==> config.mk <==
export PLATFORM = sky130hd
export DESIGN_NAME = rv32i_hazard_ctrl
export DESIGN_NICKNAME = d
export VERILOG_FILES = /design/src/rtl/rv32i_pkg.sv /design/src/rtl/rv32i_hzScoreboard.sv /design/src/rtl/rv32i_hazard_ctrl.sv
export SDC_FILE = /design/constraint.sdc
export NUM_CORES = 1
export LEC_CHECK = 0
export ABC_AREA = 1
export CORE_AREA = 2 2 117 119
export CTS_BUF_LIST = sky130_fd_sc_hd__clkbuf_8
export DETAILED_ROUTE_END_ITERATION = 8
export DIE_AREA = 0 0 119 121
export PLACE_DENSITY = 0.74
export SYNTH_ARGS = -nofsm -noshare
export SYNTH_HDL_FRONTEND = slang
export SYNTH_SLANG_ARGS = --single-unit
export TNS_END_PERCENT = 100
==> constraint.sdc <==
create_clock -name clk -period 4.43 [get_ports clk]
set_input_delay 0.6645 -clock clk [delete_from_list [all_inputs] [get_ports clk]]
set_output_delay 0.6645 -clock clk [all_outputs]
set_load 0.1 [all_outputs]
==> src/rtl/rv32i_pkg.sv <==
// Shared types for the RV32I pipeline hazard controller.
package rv32i_pkg;

    typedef enum logic [1:0] {
        RUN   = 2'd0,
        STALL = 2'd1,
        FLUSH = 2'd2
    } hz_state_t;

    // One in-flight load: valid flag plus destination register.
    typedef struct packed {
        logic       v;
        logic [4:0] rd;
    } sb_entry_t;

    localparam logic [4:0] REG_X0 = 5'd0;

    // True when a valid scoreboard entry targets register r.
    function automatic logic sb_hit(input sb_entry_t e, input logic [4:0] r);
        return e.v && (e.rd == r);
    endfunction

endpackage

==> src/rtl/rv32i_hzScoreboard.sv <==
// Two-entry load scoreboard (loads in EX and MEM) plus the load-use match logic.
module rv32i_hzScoreboard
    import rv32i_pkg::*;
(
    input  logic       clk,
    input  logic       reset,
    input  logic       i_ins_v,
    input  logic [4:0] i_ins_reg,
    input  logic       i_clear,
    input  logic       i_id_valid,
    input  logic [4:0] i_rs1_reg,
    input  logic       i_rs1_used,
    input  logic [4:0] i_rs2_reg,
    input  logic       i_rs2_used,
    output logic       o_haz
);

    sb_entry_t  r_sb_ex;
    sb_entry_t  r_sb_mem;
    logic [4:0] w_src [2];
    logic       w_used [2];
    logic [1:0] w_src_haz;

    assign w_src[0]  = i_rs1_reg;
    assign w_src[1]  = i_rs2_reg;
    assign w_used[0] = i_rs1_used;
    assign w_used[1] = i_rs2_used;

    // Each source operand hazards if it reads a register still owned by a load in EX or MEM.
    generate
        for (genvar gi = 0; gi < 2; gi++) begin : g_src
            assign w_src_haz[gi] = w_used[gi] && (w_src[gi] != REG_X0) &&
                                   (sb_hit(r_sb_ex, w_src[gi]) || sb_hit(r_sb_mem, w_src[gi]));
        end
    endgenerate

    assign o_haz = i_id_valid && (|w_src_haz);

    // Shift the load tracker one stage per cycle; bubbles and flushes enter as empty slots.
    always_ff @(posedge clk) begin
        if (reset) begin
            r_sb_ex  <= '0;
            r_sb_mem <= '0;
        end else begin
            r_sb_mem <= r_sb_ex;
            if (i_clear) begin
                r_sb_ex <= '0;
            end else begin
                r_sb_ex.v  <= i_ins_v;
                r_sb_ex.rd <= i_ins_reg;
            end
        end
    end

endmodule

==> src/rtl/rv32i_hazard_ctrl.sv <==
// Pipeline sequencer: load-use stalls, post-redirect flushes and perf counters.
module rv32i_hazard_ctrl
    import rv32i_pkg::*;
#(
    parameter int FLUSH_CYCLES = 2,
    parameter int PERF_W       = 32
) (
    input  logic              clk,
    input  logic              reset,
    input  logic              id_valid,
    input  logic [4:0]        id_rs1_reg,
    input  logic [4:0]        id_rs2_reg,
    input  logic              id_rs1_used,
    input  logic              id_rs2_used,
    input  logic              id_wb_en,
    input  logic [4:0]        id_wb_reg,
    input  logic              id_is_load,
    input  logic              ex_redirect,
    output logic              stall_if,
    output logic              stall_id,
    output logic              bubble_ex,
    output logic              flush_if,
    output logic              flush_id,
    output logic              busy,
    output logic [PERF_W-1:0] stall_cycles,
    output logic [PERF_W-1:0] flush_events
);

    // Flush cycles still owed after the redirect cycle itself.
    localparam logic [2:0] FC_M1 = 3'(FLUSH_CYCLES - 1);

    hz_state_t         r_state;
    hz_state_t         w_state_next;
    logic [2:0]        r_cnt;
    logic [2:0]        w_cnt_next;
    logic              w_haz;
    logic              w_stall;
    logic              w_flush_id;
    logic              w_flush_if;
    logic              w_ins_v;
    logic [PERF_W-1:0] r_stall_cycles;
    logic [PERF_W-1:0] r_flush_events;

    assign w_ins_v = id_valid && id_is_load && id_wb_en && (id_wb_reg != REG_X0);

    rv32i_hzScoreboard u_sb (
        .clk        (clk),
        .reset      (reset),
        .i_ins_v    (w_ins_v),
        .i_ins_reg  (id_wb_reg),
        .i_clear    (w_stall || w_flush_id),
        .i_id_valid (id_valid),
        .i_rs1_reg  (id_rs1_reg),
        .i_rs1_used (id_rs1_used),
        .i_rs2_reg  (id_rs2_reg),
        .i_rs2_used (id_rs2_used),
        .o_haz      (w_haz)
    );

    // Next-state and outputs; a redirect always wins because the stalled ID instruction is younger.
    always_comb begin
        w_state_next = r_state;
        w_cnt_next   = r_cnt;
        w_stall      = 1'b0;
        w_flush_id   = 1'b0;
        w_flush_if   = 1'b0;
        if (ex_redirect) begin
            w_flush_if   = 1'b1;
            w_flush_id   = 1'b1;
            w_cnt_next   = FC_M1;
            w_state_next = (FLUSH_CYCLES > 1) ? FLUSH : RUN;
        end else begin
            case (r_state)
                RUN, STALL: begin
                    w_stall      = w_haz;
                    w_state_next = w_haz ? STALL : RUN;
                end
                FLUSH: begin
                    w_flush_id = 1'b1;
                    if (r_cnt <= 3'd1) begin
                        w_cnt_next   = 3'd0;
                        w_state_next = RUN;
                    end else begin
                        w_cnt_next = r_cnt - 3'd1;
                    end
                end
                default: begin
                    w_state_next = RUN;
                    w_cnt_next   = 3'd0;
                end
            endcase
        end
    end

    // Mode register and flush countdown.
    always_ff @(posedge clk) begin
        if (reset) begin
            r_state <= RUN;
            r_cnt   <= 3'd0;
        end else begin
            r_state <= w_state_next;
            r_cnt   <= w_cnt_next;
        end
    end

    // Saturating performance counters.
    always_ff @(posedge clk) begin
        if (reset) begin
            r_stall_cycles <= '0;
            r_flush_events <= '0;
        end else begin
            if (w_stall && (r_stall_cycles != '1)) begin
                r_stall_cycles <= r_stall_cycles + 1'b1;
            end
            if (ex_redirect && (r_flush_events != '1)) begin
                r_flush_events <= r_flush_events + 1'b1;
            end
        end
    end

    assign stall_if     = w_stall && !reset;
    assign stall_id     = w_stall && !reset;
    assign bubble_ex    = w_stall && !reset;
    assign flush_if     = w_flush_if && !reset;
    assign flush_id     = w_flush_id && !reset;
    assign busy         = (r_state != RUN) && !reset;
    assign stall_cycles = r_stall_cycles;
    assign flush_events = r_flush_events;

endmodule

==> metrics <==
mux share of post-synthesis cell area 0%; CP Data Arrival Time around 2600 ps; largest net degree at the start of global routing 45; Die W 119 µm; worst r2r src flush_events[1]; measured slew at the worst slew-check pin between 1000 and 1500 ps; number of synthesized flops with an enable pin 0; Final TNS setup 0 ps; Syn Area/Cell about 6 µm²; pwr/cell area around 220 nW/µm²; WL/cell 12.92 µm; row count between 40 and 50; I/O pins just over 90; # diodes 0; register area 1622 µm²; area share of the largest cell type after synthesis between 30% and 40%; core area 13090 µm²; gr usage total 20.35%; min cycle time layout between 3000 and 4000 ps; Post-Synthesis Cells about 840; CTS tree built; largest family of logic cells by synthesized area simple AND/OR/NAND/NOR gates; Die Ht between 100 and 150 µm; cts bufs inserted 9; drt pass-1 iters 5; Root Buffer clkbuf_8; Seq/Total Area, Yosys about a third; die area ~14000 µm²; Startpoint Class input port; # hold bufs at CTS 0; max-cap violations 0; clk buf depth 2; placed cell areas 6198 µm²; initial antenna violation count 0; Slew headroom between 30% and 40%; mapped cell area a little over 5000 µm²; # fillers around 1300; dpl hpwl about 10000 µm; Overflow after GRT 0; Seq cells post-synth between 80 and 90; status finished clean; DRC violations left 0; post-cts sizing count 0; PortBufs slightly above 90; Post-Synth Adder-Cell Area 0.7269%; initial cell density of the core 39.46%; ys flop type dfxtp_1; Compound-Gate Fraction of Synth Area 5.961%; worst hold start u_sb.r_sb_ex[5]; cell taking the most area after synthesis dfxtp_1; Synth cell types 40; Clock Sink Count between 80 and 90; DR iter-0 viols 280; Worst-Skew Late Latency 370 ps; RSZ-0062 raised after global routing false; share of cells above drive strength 1 7.692%; Final period util 74.10%; gpl congestion around 0.88; # setup viols final 0; Pins Over Slew Limit 0; Async SR Flop Fraction 0%; Crit Path Class input port to output pin; leakage 0.002343 µW; Synth warnings 0; CP Capture Type output pin; vias in the first global route about 5000; postcts setup bufs 0; Worst EP required 3770 ps; # H-tree levels 3; Via Count about 5500; first-pass GRT wire length between 20000 and 25000 µm; final hold viol count 0; CTS clock-pin slew for the worst setup and hold paths 90 ps; drt total wl ~14000 µm; vias per cell 4.980; Multi-input gate area 2992 µm²; Mapped Nets about 860; crit path from id_rs1_reg[4]; Max Fanout on Critical Path 4; Max IR drop VDD ~0.00013 V; Layout Cell Area excl Fill around 6400 µm²; Routed Antenna Nets 0; XOR/XNOR share of the synthesized area about 3.4%; ranking of synthesized cells by area dfxtp_1 31%, nand2_1 19%, nor2_1 10%; hold crit path type flip-flop to flip-flop; Setup Skew 11.99 ps; Simple-Gate Fraction of Synth Area 47.76%; Final #Nets approximately 940; Max Freq 304.6 MHz; area added between synthesis and finish 24.04%
[layout make-up]
| class | count | share of cell area (%) |
|---|---|---|
| multi-input combinational | 625 | 46.71 |
| clock inverter | 5 | 0.8595 |
| clock buffer | 11 | 2.364 |
| sequential | 81 | 25.32 |
| timing repair buffer | 96 | 15.16 |
| tap | 176 | 3.438 |
| inverter | 105 | 6.154 |
[stage by stage]
| step | total power, µW | setup slack, ps | instances | hold WS, ps | utilization (%) |
|---|---|---|---|---|---|
| 3_5_place_dp | 881.4 | 1160 | 1083 | 457.4 | 47.37 |
| 2_1_floorplan | 836.9 | 619.2 | 838 | 416.3 | - |
| 4_1_cts | 1453 | 1153 | 1099 | 472.2 | 48.95 |
| 6_report | 1436 | 1147 | 1099 | 468.4 | 48.95 |
| 3_3_place_gp | 882.2 | 1203 | 1083 | 452.0 | 47.37 |
| 5_1_grt | 1501 | 915.4 | 1099 | 518.9 | 48.95 |
[power breakdown]
| part | total (µW) | switching, µW | internal [µW] |
|---|---|---|---|
| registers | 738 | 5.17 | 733 |
| clock network | 571 | 282 | 289 |
| logic | 126 | 87.1 | 39.3 |
[worst max-delay path: stages]
cell and delay (ps):
clkdlybuf4s50_1 540, inv_1 80, nand2_1 60, nand2_1 50
nor2_1 100, nand3_1 90, nand2_1 70, nand2_1 50
nand2_2 70, nand2_1 100, nor2_1 490, buf_12 250
[kinds of logic after synthesis]
logic type | after synthesis
AOI/OAI and AO/OA | 58
xor gates and xnor gates | 20
buffers and inverters | 132
and+or+nand+nor | 544
adders and majority gates | 3
DFF | 81
[worst paths after layout]
kind | end | slack (ps) | cells after the start
setup / recovery | stall_id | 1150 | 12
hold / removal | u_sb.r_sb_mem[5] | 470 | 2
setup reg to reg | flush_events[23] | 2060 | 12
hold reg to reg | u_sb.r_sb_mem[5] | 470 | 2
[registers in the layout, summed over array words and instances, names as in the netlist]
| register | count |
|---|---|
| u_sb.r_sb_mem | 6 |
| flush_events | 32 |
| stall_cycles | 32 |
| r_cnt | 3 |
| u_sb.r_sb_ex | 6 |
| r_state | 2 |
[synth_stat cells (2+ instances only)]
cell and number:
nand4_1 38, nor2_2 8, buf_6 3, a21oi_1 37
nor3b_1 2, nand2_1 258, o21ai_0 16, nor3b_2 3
nor2_1 137, buf_2 6, xor2_1 13, nand3_1 42
clkbuf_1 8, and2_1 2, nor3_2 4, nand3b_1 4
buf_1 4, dfxtp_1 81, buf_4 5, xnor2_1 7
inv_1 97, nand3_4 2, nand2_2 6, nor2_4 2
inv_2 7, nor3_1 23, nand3_2 8, ha_1 3
[per-layer routing]
metal / track usage (%) / up-vias / share of wire (%)
met4: 6.399 / 0 / 1.3
met5: 0 / - / 0
met2: 30.78 / 149 / 43
met3: 4.558 / 17 / 5.8
met1: 28.74 / 2501 / 50
li1: - / 2806 / -
[cell usage in the layout, fill, tap and decap left out, types with 11 or more instances in the layout]
master,netlist,final
a21oi_1,37,37
clkbuf_8,0,11
clkdlybuf4s50_1,0,86
dfxtp_1,81,81
inv_1,97,98
nand2_1,258,258
nand3_1,42,42
nand4_1,38,38
nor2_1,137,137
nor3_1,23,23
o21ai_0,16,16
xor2_1,13,13
Power figures use the tool's default switching activity.
==> RTL change: new RTL, same flow settings <==
The parameter `PERF_W` goes from 32 to 16.
--- a/src/rtl/rv32i_hazard_ctrl.sv
+++ b/src/rtl/rv32i_hazard_ctrl.sv
@@ -5,3 +5,3 @@
     parameter int FLUSH_CYCLES = 2,
-    parameter int PERF_W       = 32
+    parameter int PERF_W       = 16
 ) (
Interface: changed (resized flush_events and stall_cycles); port bits go from 93 to 61. No check against the original RTL was run, so the function may have changed too.
==> RTL change against the original RTL <==
  * Count of clock-buffer cells in the layout is 6 lower
  * Sequential power fell by 39%
  * Synthesized area down 41%
  * Fmax fell by 3.0%
  * Wire length shrank 48%
  * Final area down 40%
  * Clock skew rose by 0.0027 ns
  * Synthesized cell count fell by 42%
  * Via count is 45% lower
  * Worst setup slack got worse by 0.10 ns
  * First-iteration DRC count decreased by 39%
  * Total power down 41%
  * Sequential cell count decreased by 32
  * Utilization shrank 19 points
  * Critical path type unchanged
  * Largest power group unchanged
  * Highest routed layer unchanged
==> RTL change: results (changes against the original RTL) <==
Mapped Nets=517 (was 864); DP Cell Count=714 (was 1083); Post-DP Area=3767 sq um (was 6198 sq um); first-pass GRT wire length=12180 microns (was 23890 microns); layout cells sized above 1=0.09158 (was 0.07692); vias in the first global route=2706 (was 4987); fin nets=572 (was 944); DP Worst Slack=1.056 ns (was 1.160 ns); r2r endpoint=flush_events[6] (was flush_events[23]); gr usage total=0.1015 (was 0.2035); reg2reg setup slack=2.54 ns (was 2.06 ns); clock skew=0.01474 ns (was 0.01199 ns); Mean Syn Cell Area=6.225 sq um (was 6.162 sq um); synth top area cells=dfxtp_1 (32%), nand2_1 (17%), nor2_1 (9.7%), inv_1 (9.1%), nand4_1 (4.7%) (was dfxtp_1 (31%), nand2_1 (19%), nor2_1 (10%), inv_1 (7.1%), nand4_1 (4.6%)); status=finished, final reports clean (unchanged); port bufs=60 (was 92); Peak VDD IR=0.1352 mV (was 0.1288 mV); # H-tree levels=2 (was 3); crit path DAT=2.72 ns (was 2.62 ns); worst hold slack=0.4604 ns (was 0.4684 ns); clock latency at the later pin of the worst-skew pair=0.31 ns (was 0.37 ns); DRT iter0 DRCs=170 (was 280); synth cell count leaders=nand2_1 (136), nor2_1 (79), inv_1 (74), dfxtp_1 (49), nand3_1 (28) (was nand2_1 (258), nor2_1 (137), inv_1 (97), dfxtp_1 (81), nand3_1 (42)); reg2reg start=flush_events[0] (was flush_events[1]); final WL=7318 microns (was 14200 microns); Slew @ Worst Pin=1.026 ns (was 1.043 ns); Crit Path Max Fanout=31 (was 4); Netlist cell types=39 (was 40); register area share after synthesis=0.3216 (was 0.3140); Num CTS Buffers=5 (was 9)
-- RTL change: cell types whose count changed after synthesis, sizes merged, moves of 20 or more --
cell   delta
nand3    -20
dfxtp    -32
nand2   -125
nor3     -22
a21oi    -20
inv      -21
nor2     -60
-- RTL change: per-layer routing --
layer,GRT usage,wire [microns],up-vias
met2,0.1667,3148,64
met4,0.01786,25,0
li1,-,-,1631
met1,0.1364,3718,1314
met3,0.02491,425,2
met5,0,0,-
-- RTL change: final cells by class --
cell class | count | area (sq um)
fillers | 1410 | 9224
well taps | 176 | 220.2
clock buffers | 5 | 68.82
multi-input cells | 343 | 1650
inverters | 84 | 315.3
clock inverters | 3 | 25.02
flip-flops and latches | 49 | 980.9
repair buffers | 62 | 600.6
-- RTL change: kinds of logic after synthesis --
group	synth area share
fa+ha+maj	0.01641
compound gates	0.05948
simple gates	0.4463
flops	0.3216
xor+xnor	0.01723
buf+inv	0.1390
-- RTL change: worst max-delay path by stage --
| stage | from | to | slack [ns] | cells after the start |
|---|---|---|---|---|
| 4_1_cts | id_rs1_reg[3] | stall_id | 1.05 | 12 |
| 5_1_grt | id_rs1_reg[2] | stall_id | 0.87 | 12 |
| 6_report | id_rs1_reg[3] | stall_id | 1.05 | 12 |
| 3_3_place_gp | id_rs1_reg[3] | stall_id | 1.12 | 12 |
| 2_1_floorplan | id_rs2_reg[1] | stall_id | 0.69 | 11 |
| 3_5_place_dp | id_rs1_reg[3] | stall_id | 1.06 | 12 |
-- RTL change: worst register-to-register path, cell delays in order (launching register included) --
cell     delay (ns)
dfxtp_1        0.41
ha_1           0.23
nand3_1        0.16
nor2_2         0.18
nand4_1        0.11
nand2_2        0.24
inv_2          0.19
nand2_1        0.11
o21ai_0        0.08
a21oi_1        0.14
-- RTL change: power by group --
part | internal, mW | switching (mW)
combinational | 0.0408 | 0.0746
clock | 0.114 | 0.166
sequential | 0.447 | 0.00565
total | 0.602 | 0.247
